--- src/rtl/vga_sync_decoder.sv ---
`default_nettype none
// ============================================================================
// Module   : vga_sync_decoder
// Purpose  : Recovers pixel coordinates, a data-enable and a lock indication
//            from a raw 1-bit-per-colour VGA stream. Optional per-frame lit
//            pixel counter enabled by macro VGA_SYNC_DECODER_PIXCNT_EN.
// Revision : 1.0  initial release
// ============================================================================
module vga_sync_decoder #(
  parameter int H_VIS = 640,
  parameter int H_FP  = 16,
  parameter int H_SW  = 96,
  parameter int H_TOT = 800,
  parameter int V_VIS = 480,
  parameter int V_FP  = 10,
  parameter int V_SW  = 2,
  parameter int V_TOT = 525
) (
  input  logic        clk,
  input  logic        rst,
  input  logic        VGA_RED,
  input  logic        VGA_GREEN,
  input  logic        VGA_BLUE,
  input  logic        VGA_HSYNC,
  input  logic        VGA_VSYNC,
  output logic [9:0]  pixel_x,
  output logic [9:0]  pixel_y,
  output logic        de,
  output logic [2:0]  rgb_out,
  output logic        locked,
  output logic        frame_start,
  output logic        timing_err,
  output logic [18:0] frame_pix_count
);

  localparam logic [9:0] C_SAT = 10'h3FF;

  typedef enum logic [1:0] {
    S_SEARCH = 2'd0,
    S_VERIFY = 2'd1,
    S_LOCKED = 2'd2
  } state_t;

  state_t     r_state;
  logic       r_red, r_grn, r_blu, r_hs, r_vs, r_hs_d, r_vs_d;
  logic [9:0] r_hcnt, r_vcnt;
  logic [9:0] r_lp, r_hw, r_lines, r_vw;
  logic       r_lp_vld, r_hw_vld, r_lines_vld, r_vw_vld;
  logic       r_de, r_fs, r_locked, r_terr;
  logic [2:0] r_rgb;

  logic       w_hs_fall, w_hs_rise, w_vs_fall, w_vs_rise, w_hwrap, w_viol;
  logic       w_de_nxt, w_fs_nxt;
  logic [9:0] w_hcnt_nxt, w_vcnt_nxt;
  logic [2:0] w_rgb;

  assign w_hs_fall = r_hs_d & ~r_hs;
  assign w_hs_rise = ~r_hs_d & r_hs;
  assign w_vs_fall = r_vs_d & ~r_vs;
  assign w_vs_rise = ~r_vs_d & r_vs;
  assign w_rgb     = {r_red, r_grn, r_blu};

  // Counter next values describe the pixel now held in stage 1, so the
  // stage-2 coordinates line up with the colour registered alongside them.
  assign w_hwrap    = ~w_hs_fall && (r_hcnt == 10'(H_TOT - 1));
  assign w_hcnt_nxt = w_hs_fall ? 10'(H_VIS + H_FP) :
                      w_hwrap   ? 10'd0 : r_hcnt + 10'd1;
  assign w_vcnt_nxt = w_vs_fall ? 10'(V_VIS + V_FP) :
                      w_hwrap   ? ((r_vcnt == 10'(V_TOT - 1)) ? 10'd0 : r_vcnt + 10'd1) :
                      r_vcnt;

  assign w_de_nxt = r_locked && (w_hcnt_nxt < 10'(H_VIS)) && (w_vcnt_nxt < 10'(V_VIS));
  assign w_fs_nxt = w_de_nxt && (w_hcnt_nxt == 10'd0) && (w_vcnt_nxt == 10'd0);

  assign w_viol = (w_hs_fall  && r_lp_vld    && (r_lp    != 10'(H_TOT))) ||
                  (!w_hs_fall && r_lp_vld    && (r_lp    == 10'(H_TOT))) ||
                  (w_hs_rise  && r_hw_vld    && (r_hw    != 10'(H_SW)))  ||
                  (w_vs_fall  && r_lines_vld && (r_lines != 10'(V_TOT))) ||
                  (w_vs_rise  && r_vw_vld    && (r_vw    != 10'(V_SW)));

  always_ff @(posedge clk) begin
    if (rst) begin
      {r_red, r_grn, r_blu, r_hs, r_vs, r_hs_d, r_vs_d} <= '0;
      r_hcnt <= '0;
      r_vcnt <= '0;
      r_de   <= 1'b0;
      r_rgb  <= '0;
      r_fs   <= 1'b0;
    end else begin
      {r_red, r_grn, r_blu} <= {VGA_RED, VGA_GREEN, VGA_BLUE};
      r_hs   <= VGA_HSYNC;
      r_vs   <= VGA_VSYNC;
      r_hs_d <= r_hs;
      r_vs_d <= r_vs;
      r_hcnt <= w_hcnt_nxt;
      r_vcnt <= w_vcnt_nxt;
      r_de   <= w_de_nxt;
      r_rgb  <= w_de_nxt ? w_rgb : 3'b000;
      r_fs   <= w_fs_nxt;
    end
  end

  // Each measurement is only checked once a reference edge has been seen,
  // so a reset mid-frame never produces a spurious violation.
  always_ff @(posedge clk) begin
    if (rst) begin
      {r_lp, r_hw, r_lines, r_vw} <= '0;
      {r_lp_vld, r_hw_vld, r_lines_vld, r_vw_vld} <= '0;
    end else begin
      if (w_hs_fall) begin
        r_lp     <= 10'd1;
        r_lp_vld <= 1'b1;
        r_hw     <= 10'd1;
        r_hw_vld <= 1'b1;
      end else begin
        if (r_lp != C_SAT) r_lp <= r_lp + 10'd1;
        if (!r_hs && r_hw != C_SAT) r_hw <= r_hw + 10'd1;
        if (w_hs_rise) r_hw_vld <= 1'b0;
      end
      if (w_vs_fall) begin
        r_lines     <= w_hs_fall ? 10'd1 : 10'd0;
        r_lines_vld <= 1'b1;
        r_vw        <= w_hs_fall ? 10'd1 : 10'd0;
        r_vw_vld    <= 1'b1;
      end else begin
        if (w_hs_fall && r_lines != C_SAT) r_lines <= r_lines + 10'd1;
        if (w_hs_fall && !r_vs && r_vw != C_SAT) r_vw <= r_vw + 10'd1;
        if (w_vs_rise) r_vw_vld <= 1'b0;
      end
    end
  end

  // A violation always wins over a coincident vsync edge.
  always_ff @(posedge clk) begin
    if (rst) begin
      r_state  <= S_SEARCH;
      r_locked <= 1'b0;
      r_terr   <= 1'b0;
    end else begin
      r_terr <= w_viol && (r_state != S_SEARCH);
      case (r_state)
        S_SEARCH: begin
          if (w_vs_fall && !w_viol) r_state <= S_VERIFY;
        end
        S_VERIFY: begin
          if (w_viol) begin
            r_state <= S_SEARCH;
          end else if (w_vs_fall) begin
            r_state  <= S_LOCKED;
            r_locked <= 1'b1;
          end
        end
        S_LOCKED: begin
          if (w_viol) begin
            r_state  <= S_SEARCH;
            r_locked <= 1'b0;
          end
        end
        default: begin
          r_state  <= S_SEARCH;
          r_locked <= 1'b0;
        end
      endcase
    end
  end

`ifdef VGA_SYNC_DECODER_PIXCNT_EN
  logic [18:0] r_pc, r_fpc;
  logic        w_lit;

  assign w_lit = w_de_nxt && (w_rgb != 3'b000);

  always_ff @(posedge clk) begin
    if (rst) begin
      r_pc  <= '0;
      r_fpc <= '0;
    end else if (w_fs_nxt) begin
      r_fpc <= r_pc;
      r_pc  <= w_lit ? 19'd1 : 19'd0;
    end else if (w_lit && r_pc != '1) begin
      r_pc <= r_pc + 19'd1;
    end
  end

  assign frame_pix_count = r_fpc;
`else
  assign frame_pix_count = '0;
`endif

  assign pixel_x     = r_hcnt;
  assign pixel_y     = r_vcnt;
  assign de          = r_de;
  assign rgb_out     = r_rgb;
  assign frame_start = r_fs;
  assign locked      = r_locked;
  assign timing_err  = r_terr;

endmodule
`default_nettype wire

--- config.mk ---
export PLATFORM = sky130hd
export DESIGN_NAME = vga_sync_decoder
export DESIGN_NICKNAME = d
export VERILOG_FILES = /design/src/rtl/vga_sync_decoder.sv
export SDC_FILE = /design/constraint.sdc
export NUM_CORES = 1
export LEC_CHECK = 0
export CORE_ASPECT_RATIO = 1.1
export CORE_UTILIZATION = 33
export DETAILED_ROUTE_END_ITERATION = 10
export PLACE_DENSITY = 0.54
export SLEW_MARGIN = 20
export SYNTH_ARGS = -nofsm -noshare
export SYNTH_HDL_FRONTEND = slang
export SYNTH_SLANG_ARGS = --single-unit
--- constraint.sdc ---
create_clock -name clk -period 2.03 [get_ports clk]
set_clock_uncertainty 0.05 [all_clocks]
set_input_delay 0.3045 -clock clk [delete_from_list [all_inputs] [get_ports clk]]
set_output_delay 0.3045 -clock clk [all_outputs]
set_load 0.01 [all_outputs]
Yosys cells after proc, flatten, opt, wreduce, memory -nomap -nowiden
Cells that the tools add are included.

Memories kept: 0. Flip-flop bits (word level): 80. Logic and storage cells: 132. Latch bits: 0. Input port bits: 7. Output and inout bits: 46. ROM bits: 0. Bits in writable memories: 0.

Mux-type cells: 27. Multipliers: 0. Shift-type cells: 0. Equal/unequal tests: 18. Div/mod/pow operators: 0. Magnitude comparators: 2. Reduce and logical (&&, ||, !) cells: 43. Add/subtract/negate cells: 6. Bitwise gates (word level): 11.

Operators with widths (count): two-way mux 10 bit (9); adder 10 x 1 -> 10 bit (second input constant) (6); inequality test 10 bit (second input constant) (6); equality test 10 bit (second input constant) (3); logical AND 1 bit (21); zero test 10 bit (2); nonzero test 2 bit (7); two-way mux 1 bit (12); < comparator 10 bit (second input constant) (1); < comparator 10 x 9 -> 1 bit (second input constant) (1); inequality test 10 x 2 -> 1 bit (second input constant) (1); inequality test 10 x 7 -> 1 bit (second input constant) (1); two-way mux 2 bit (4); inequality test 2 bit (second input constant) (4); NOT 1 bit (7); case mux 2 bit (3 select lines) (1); AND 1 bit (4); zero test 1 bit (4); logical OR 1 bit (4); AND reduction 4 bit (1); OR reduction 2 bit (2); inequality test 3 bit (second input constant) (1); case mux 1 bit (3 select lines) (1); AND reduction 3 bit (1); 3 further kinds (3).

Logic depth before layout (Yosys ltp)
Gate-level depths: netlist of run 1.

Word-level depth: 13. Mapped depth: 9. Mapped depth without buffers: 8.

Worst setup path before layout of run 1
OpenSTA, ideal clock, no wires.

Kind: reg-to-reg. From: reg r_hcnt[1] (netlist: pixel_x[1]). To: reg r_fs (netlist: frame_start). Required time: 1.877 ns. Cell stages (with the launch flop): 10. Buffers on the path: 2. Library setup time: 0.103 ns. Period minus slack after synthesis: 2.178 ns. Arrival: 2.025 ns. Path slack: -0.148 ns. Path through: dfxtp_1 -> ha_1 -> buf_4 -> and4_4 -> and3_1 -> buf_6 -> o21ai_2 -> a221oi_4 -> o2111ai_1 -> a2111oi_2.

Cells in the longest elaborated chain, start to end: 9. Elaborated cells on any way between the ends: 15. Those cells by class: add/sub (1); order compare (2); eq/ne (1); mux (4); reduce/logical (7).

Ends and longest elaborated chain: start: declaration (line 46) `logic [9:0] r_hcnt, r_vcnt;`; start signal: assignment (line 95) `r_hcnt <= w_hcnt_nxt;`; branches (longest 8 deep; another with adder 10 x 1 -> 10 bit); logical AND 1 bit (*) (line 73) `assign w_fs_nxt = w_de_nxt && (w_hcnt_nxt == 10'd0) && (w_vcnt_nxt == 10'd0);`; end signal: assignment (line 99) `r_fs <= w_fs_nxt;`; end: declaration (line 49) `logic r_de, r_fs, r_locked, r_terr;`.

Every way passes the cells marked *. A chain may end at the register's enable or synchronous reset.

Final worst setup path of run 1
From: reg r_vcnt[0] (netlist: pixel_y[0]). To: reg r_fs (netlist: frame_start).

Cells in the longest elaborated chain, start to end: 8. Elaborated cells on any way between the ends: 10. Those cells by class: add/sub (1); order compare (1); eq/ne (1); mux (3); reduce/logical (4).

Ends and longest elaborated chain: start: declaration (line 46); start signal: assignment (line 96) `r_vcnt <= w_vcnt_nxt;`; adder 10 x 1 -> 10 bit / equality test 10 bit (equally long branches) (line 69) `w_hwrap ? ((r_vcnt == 10'(V_TOT - 1)) ? 10'd0 : r_vcnt + 10'd1) :`; two-way mux 10 bit (line 69); two-way mux 10 bit (*) (line 69); two-way mux 10 bit (*) (line 68) `assign w_vcnt_nxt = w_vs_fall ? 10'(V_VIS + V_FP) :`; < comparator 10 x 9 -> 1 bit (line 72) `assign w_de_nxt = r_locked && (w_hcnt_nxt < 10'(H_VIS)) && (w_vcnt_nxt < 10'(V_VIS));`; logical AND 1 bit (line 72); logical AND 1 bit (line 73); logical AND 1 bit (*) (line 73).

Every way passes the cells marked *; elsewhere a longest branch is shown, timed or not.

==> flow_metrics.py, run 1 <==
metrics = {
    "yosys": {
        "synth-seq-cells": 80,
        "yosysWarnings": 0,
        "async_reset_ff_share_pct": 0,
        "yosys_most_used_dff": "dfxtp_1",
        "syn_area_sq_um": 4141,
        "synth_edf_count": 0,
        "ys_seq_area_share_pct": 38.67,
        "syn_inst": 471,
        "avgSynthCellArea_sq_um": 8.793,
        "ys_types": 65,
    },
    "worst_setup_path": {
        "crit_required_ns": 2.21,
        "critPathBufInv": 2,
        "start_kind": "flip-flop",
        "slowest_delay_ns": 0.32,
        "path_class": "flip-flop to flip-flop",
        "cp-end-kind": "flip-flop",
        "crit_chain": "inv_2 > ha_1 > and4bb_1 > and4bb_4 > nor4b_2 > a311oi_2 > nand4_1 > buf_4 > a2111oi_4",
        "path_max_fanout": 5,
        "cp_slowest_cell": "dfxtp_2",
        "path_delay_family": "simple AND/OR/NAND/NOR gates",
        "crit_arrival_ns": 2.39,
    },
    "floorplan": {
        "initial_utilization_pct": 34.12,
        "dieArea_sq_um": 13000,
        "die_height_microns": 119.5,
        "fp.dieW_microns": 108.8,
        "fp-row-count": 42,
        "coreArea_sq_um": 12140,
        "ios": 53,
    },
    "finish": {
        "fill_cells": 1176,
        "layout.nets": 585,
        "drive_gt1_share_pct": 24.87,
        "most-common-layout-cells": "73 x dfxtp_1, 66 x buf_4, 57 x nor2_1, 33 x clkdlybuf4s50_1, 27 x a21oi_1",
        "diodes": 0,
        "fin_area_sq_um": 5522,
        "area_delta_synth_final_pct": 33.32,
        "final_common_cell": "dfxtp_1",
    },
    "place": {
        "io_buffers": 33,
        "gp_congestion": 0.8794,
        "dpl_cell_area_sq_um": 4915,
        "dp_hpwl_microns": 7078,
    },
    "power_and_ir_drop": {
        "ir_drop_v": 0.0003609,
        "p_leak_nw": 2.048,
        "powerDensity_nw_per_um2": 692.6,
        "total_power_w": 0.003824,
    },
    "timing": {
        "max_freq_mhz": 453.7,
        "period_share_pct": 108.6,
        "slew_viol_final": 0,
        "finalSetupViolCount": 5,
        "rsz0062_at_grt": "true",
        "setup_slack_ns": -0.1740,
        "period_needed_ns": 2.204,
        "hold_viol_final": 0,
    },
    "global_route": {
        "overflow": 0,
        "grt_pass1_wl_microns": 16660,
        "first_global_vias": 3525,
        "grt_max_degree": 21,
        "grt_usage_pct": 16.27,
        "antenna_found_initial": 0,
    },
    "run": {
        "maxCapViolCount": 0,
    },
    "clock_tree": {
        "htreeDepth": 3,
        "clk_pin_slew_ns": 0.06,
        "cts-root-buf": "clkbuf_16",
        "ctsHoldBuffers": 0,
        "clock_latency_ns": 0.34,
        "tritoncts": "done",
        "clockBufferDepth": 2,
        "cts_buffers": 9,
        "cts.sinks": 80,
    },
    "route": {
        "final_antenna_net_count": 0,
        "avgViaCountPerCell": 4.972,
        "vias": 3585,
        "drt-initial-drc-count": 258,
        "drt_wl_total_microns": 9894,
        "wl_per_cell_microns": 13.72,
        "firstDrtPassIters": 4,
        "post-route-drc-count": 0,
    },
    "worst_hold_path": {
        "hold_path_class": "flip-flop to flip-flop",
    },
    "outcome": {
        "status": "finished, violations left",
        "violations": "setup timing",
    },
}
==> worst reg2reg max path: cells and delay by family, from the launching register on <==
family                   cells  cell delay (ns)
AND/OR/NAND/NOR              4             0.84
AO/OA/AOI/OAI                2             0.49
flip-flops                   1             0.32
buffers and inverters        2             0.26
adder cells (fa/ha/maj)      1             0.13
==> metrics by stage <==
step / cells / hold WS (ns) / worst slack [ns] / TNS [ns] / utilization (%)
final: 721 / 0.4054 / -0.1740 / -0.6842 / 45.49
after global routing: 721 / 0.4113 / -0.2436 / -1.102 / 45.49
after detailed placement: 692 / 0.3965 / -0.1766 / -0.4201 / 40.49
after CTS: 716 / 0.4053 / -0.05443 / -0.1619 / 44.51
after floorplan: 489 / 0.3827 / -0.01612 / -0.01612 / -
after global placement: 692 / 0.4012 / -0.07185 / -0.1217 / 40.49
==> power breakdown <==
| part | internal, W | leakage, nW | switching, W |
|---|---|---|---|
| logic | 0.000193 | 1.23 | 0.000194 |
| clock network | 0.00114 | 0.163 | 0.000634 |
| registers | 0.00162 | 0.653 | 0.0000442 |
==> state kept, by name (all words and copies together), names as in the netlist, 2 cells and up <==
register and cells:
r_vw 10, r_hw 10, pixel_y 10, r_lp 10, pixel_x 10, rgb_out 3, r_lines 10, r_state 2
==> final timing paths <==
check	from	to	slack, ns	cells past startpoint
setup / recovery	pixel_y[0]	frame_start	-0.17	9
hold / removal	r_blu	rgb_out[0]	0.41	1
setup reg to reg	pixel_y[0]	frame_start	-0.17	9
hold reg to reg	r_blu	rgb_out[0]	0.41	1
==> cells by family (layout without fill, tap and decap cells) <==
logic type / after synthesis / count (layout) / share of synthesized area (%)
simple gates: 198 / 198 / 26.07
flops: 80 / 80 / 38.67
compound gates: 78 / 78 / 13.69
buf+inv: 59 / 137 / 8.368
xor+xnor: 36 / 36 / 7.613
fa+ha+maj: 15 / 15 / 4.532
mux: 4 / 4 / 0.9668
other cells: 1 / 19 / 0.09055
==> per-layer routing <==
layer  wire length [microns]  track usage (%)  vias to the layer above
met5                       0                0                        -
met4                     231            6.926                        0
met3                     297            3.639                       17
met2                    4863            26.82                       68
met1                    4501            20.19                     1687
li1                        -                -                     1813
==> cell usage after synthesis, drive strengths merged (2+ instances only) <==
master	n	share of area, %
nand3	21	2.7
nand2	24	2.2
and4	4	0.91
and3	10	1.5
a221oi	3	1.2
xnor2	21	4.4
or3	9	1.4
a41oi	5	1.2
nand3b	2	0.36
o21ai	11	1.4
nor2b	5	0.76
a31oi	4	0.60
o2111ai	2	0.42
nor2	59	5.3
a21oi	29	3.5
and4bb	2	0.69
nor3	17	2.2
o211a	3	0.73
xor2	15	3.2
a311oi	2	0.57
nor4	4	0.76
o31ai	2	0.36
ha	15	4.5
o211ai	2	0.36
dfxtp	80	39
a21bo	2	0.48
buf	31	5.8
a211oi	4	0.73
inv	19	1.7
nor4b	6	1.6
mux2i	4	0.97
nand2b	6	0.91
or4	2	0.36
or2	2	0.30
clkbuf	8	0.73
nand4	16	2.4
nor3b	6	1.1
==> area by class of cell <==
| cell class | instances | area, sq um | area share, % |
|---|---|---|---|
| clock buffer | 10 | 250.2 | 4.532 |
| clock inverter | 5 | 78.83 | 1.428 |
| inverter | 20 | 75.07 | 1.360 |
| multi-input combinational | 350 | 2450 | 44.37 |
| sequential | 80 | 1615 | 29.25 |
| tap | 154 | 192.7 | 3.490 |
| timing repair buffer | 102 | 859.6 | 15.57 |
==> what timing repair did <==
| action | CTS | global route |
|---|---|---|
| setup buffers | 9 | 5 |
| setup endpoints to repair | 5 | 16 |
| pin swaps | 13 | 7 |
| gates cloned | 0 | 0 |
| resized for setup | 21 | 14 |
Note: power is estimated with default switching activity, not from simulation.
==> inputs of run 2 (changes only) <==
--- a/config.mk
+++ b/config.mk
@@ -6,10 +6,11 @@
 export NUM_CORES = 1
 export LEC_CHECK = 0
 export CORE_ASPECT_RATIO = 1.1
-export CORE_UTILIZATION = 33
+export CORE_UTILIZATION = 43
 export DETAILED_ROUTE_END_ITERATION = 10
-export PLACE_DENSITY = 0.54
+export PLACE_DENSITY = 0.67
 export SLEW_MARGIN = 20
 export SYNTH_ARGS = -nofsm -noshare
 export SYNTH_HDL_FRONTEND = slang
 export SYNTH_SLANG_ARGS = --single-unit
+export TNS_END_PERCENT = 50
==> flow_metrics.py, run 2 (synthesis results as in run 1) <==
metrics = {
    "clock_tree": {
        "cts-root-buf": "clkbuf_8",
        "clk_pin_slew_ns": 0.08,
        "cts_buffers": 9,
        "cts.sinks": 80,
        "htreeDepth": 3,
        "clockBufferDepth": 2,
        "ctsHoldBuffers": 0,
        "clock_latency_ns": 0.36,
        "tritoncts": "done",
    },
    "timing": {
        "period_share_pct": 102.7,
        "period_needed_ns": 2.085,
        "fin_tns_setup_ns": -0.1662,
        "rsz0062_at_grt": "true",
        "finalSetupViolCount": 4,
        "hold_viol_final": 0,
        "setup_slack_ns": -0.05497,
        "max_freq_mhz": 479.6,
        "holdWs_ns": 0.4159,
        "slew_viol_final": 0,
    },
    "worst_setup_path": {
        "path_max_fanout": 5,
        "path_class": "flip-flop to flip-flop",
        "start_kind": "flip-flop",
        "crit_arrival_ns": 2.33,
        "cp-end-kind": "flip-flop",
        "crit_required_ns": 2.27,
    },
    "place": {
        "dpl.cell_count": 644,
        "io_buffers": 33,
        "pre_cts_ws_ns": -0.06402,
        "dp_hpwl_microns": 6624,
        "gp_congestion": 0.8666,
    },
    "floorplan": {
        "fp-row-count": 37,
        "dieArea_sq_um": 10030,
        "die_height_microns": 104.9,
        "ios": 53,
        "fp.dieW_microns": 95.57,
        "coreArea_sq_um": 9351,
        "initial_utilization_pct": 44.29,
    },
    "power_and_ir_drop": {
        "p_seq_share_pct": 47.8,
        "p_int_w": 0.002663,
        "ir_drop_v": 0.0003211,
        "powerDensity_nw_per_um2": 653.3,
        "clkPwrFrac_pct": 42.1,
        "p_leak_nw": 1.953,
        "combPwrFrac_pct": 10.1,
        "switchingPower_w": 0.0008113,
        "swShare_pct": 23.35,
    },
    "global_route": {
        "first_global_vias": 3363,
        "antenna_found_initial": 0,
        "grt_usage_pct": 19.83,
        "grt_max_degree": 21,
        "overflow": 0,
        "grt_pass1_wl_microns": 15620,
    },
    "finish": {
        "drive_gt1_share_pct": 23.27,
        "final_common_cell": "dfxtp_1",
        "area_delta_synth_final_pct": 28.40,
        "finalNonFillerCells": 667,
        "fin_util_pct": 56.86,
        "diodes": 0,
        "most-common-layout-cells": "71 x dfxtp_1, 58 x nor2_1, 49 x buf_4, 33 x clkdlybuf4s50_1, 28 x a21oi_1",
        "layout.nets": 567,
    },
    "outcome": {
        "violations": "setup timing",
        "status": "finished, violations left",
    },
    "route": {
        "drt_wl_total_microns": 9239,
        "avgViaCountPerCell": 5.375,
        "final_antenna_net_count": 0,
        "vias": 3585,
        "wl_per_cell_microns": 13.85,
        "post-route-drc-count": 0,
        "firstDrtPassIters": 5,
        "drt-initial-drc-count": 173,
    },
    "worst_hold_path": {
        "hold_path_class": "flip-flop to flip-flop",
    },
    "run": {
        "maxCapViolCount": 0,
    },
}
## run 2: worst max-delay path, stage by stage (launching register included)
cell	delay (ns)
dfxtp_1	0.43
nand3_1	0.30
nor3_2	0.34
nor4b_4	0.08
a311oi_2	0.29
nand4_1	0.19
buf_6	0.18
nor3b_2	0.16
## run 2: cell type report
type | count | area, sq um
Fill cell | 822 | 4034
Multi-Input combinational cell | 350 | 2490
Sequential cell | 80 | 1623
Timing Repair Buffer | 84 | 724.4
Clock buffer | 13 | 191.4
Tap cell | 117 | 146.4
Inverter | 20 | 75.07
Clock inverter | 3 | 67.56
## run 2: per-stage QoR
step	instance area, sq um	power, W
2_1_floorplan	4258	0.001926
3_3_place_gp	4786	0.002027
3_5_place_dp	4786	0.002034
4_1_cts	5230	0.003516
5_1_grt	5318	0.003628
6_report	5318	0.003474
## run 2: final timing paths
| check | startpoint | endpoint | depth (start not counted) | slack, ns |
|---|---|---|---|---|
| hold reg to reg | r_lp_vld | r_lp_vld | 2 | 0.42 |
| setup / recovery | pixel_y[6] | rgb_out[1] | 7 | -0.05 |
| hold / removal | r_lp_vld | r_lp_vld | 2 | 0.42 |
| setup reg to reg | pixel_y[6] | rgb_out[1] | 7 | -0.05 |
## run 2: power by group through the flow
stage                     Clock [W]  Combinational [W]  Sequential (W)
after floorplan                   0           0.000229         0.00170
after CTS                   0.00151           0.000348         0.00166
after global routing        0.00157           0.000390         0.00167
after global placement            0           0.000332         0.00170
final                       0.00146           0.000350         0.00166
after detailed placement          0           0.000337         0.00170
## run 2: what timing repair did
item	4_1_cts	5_1_grt
buffers inserted	6	2
setup endpoints to repair	5	18
pin swaps	10	9
resized for setup	29	18
## run 2: per-layer routing
metal,global-route usage [%],part of all wire [%],up-vias
li1,-,-,1775
met1,26.11,46,1708
met2,31.22,48,84
met3,3.202,3.6,18
met4,9.382,2.2,0
met5,0,0,-
==> inputs of run 3 (changes only) <==
--- a/config.mk
+++ b/config.mk
@@ -9,7 +9,6 @@
 export CORE_UTILIZATION = 43
 export DETAILED_ROUTE_END_ITERATION = 10
 export PLACE_DENSITY = 0.67
-export SLEW_MARGIN = 20
 export SYNTH_ARGS = -nofsm -noshare
 export SYNTH_HDL_FRONTEND = slang
 export SYNTH_SLANG_ARGS = --single-unit
==> results of run 3 <==
Same layout as run 2: the final DEF is identical, and so are final timing and power.
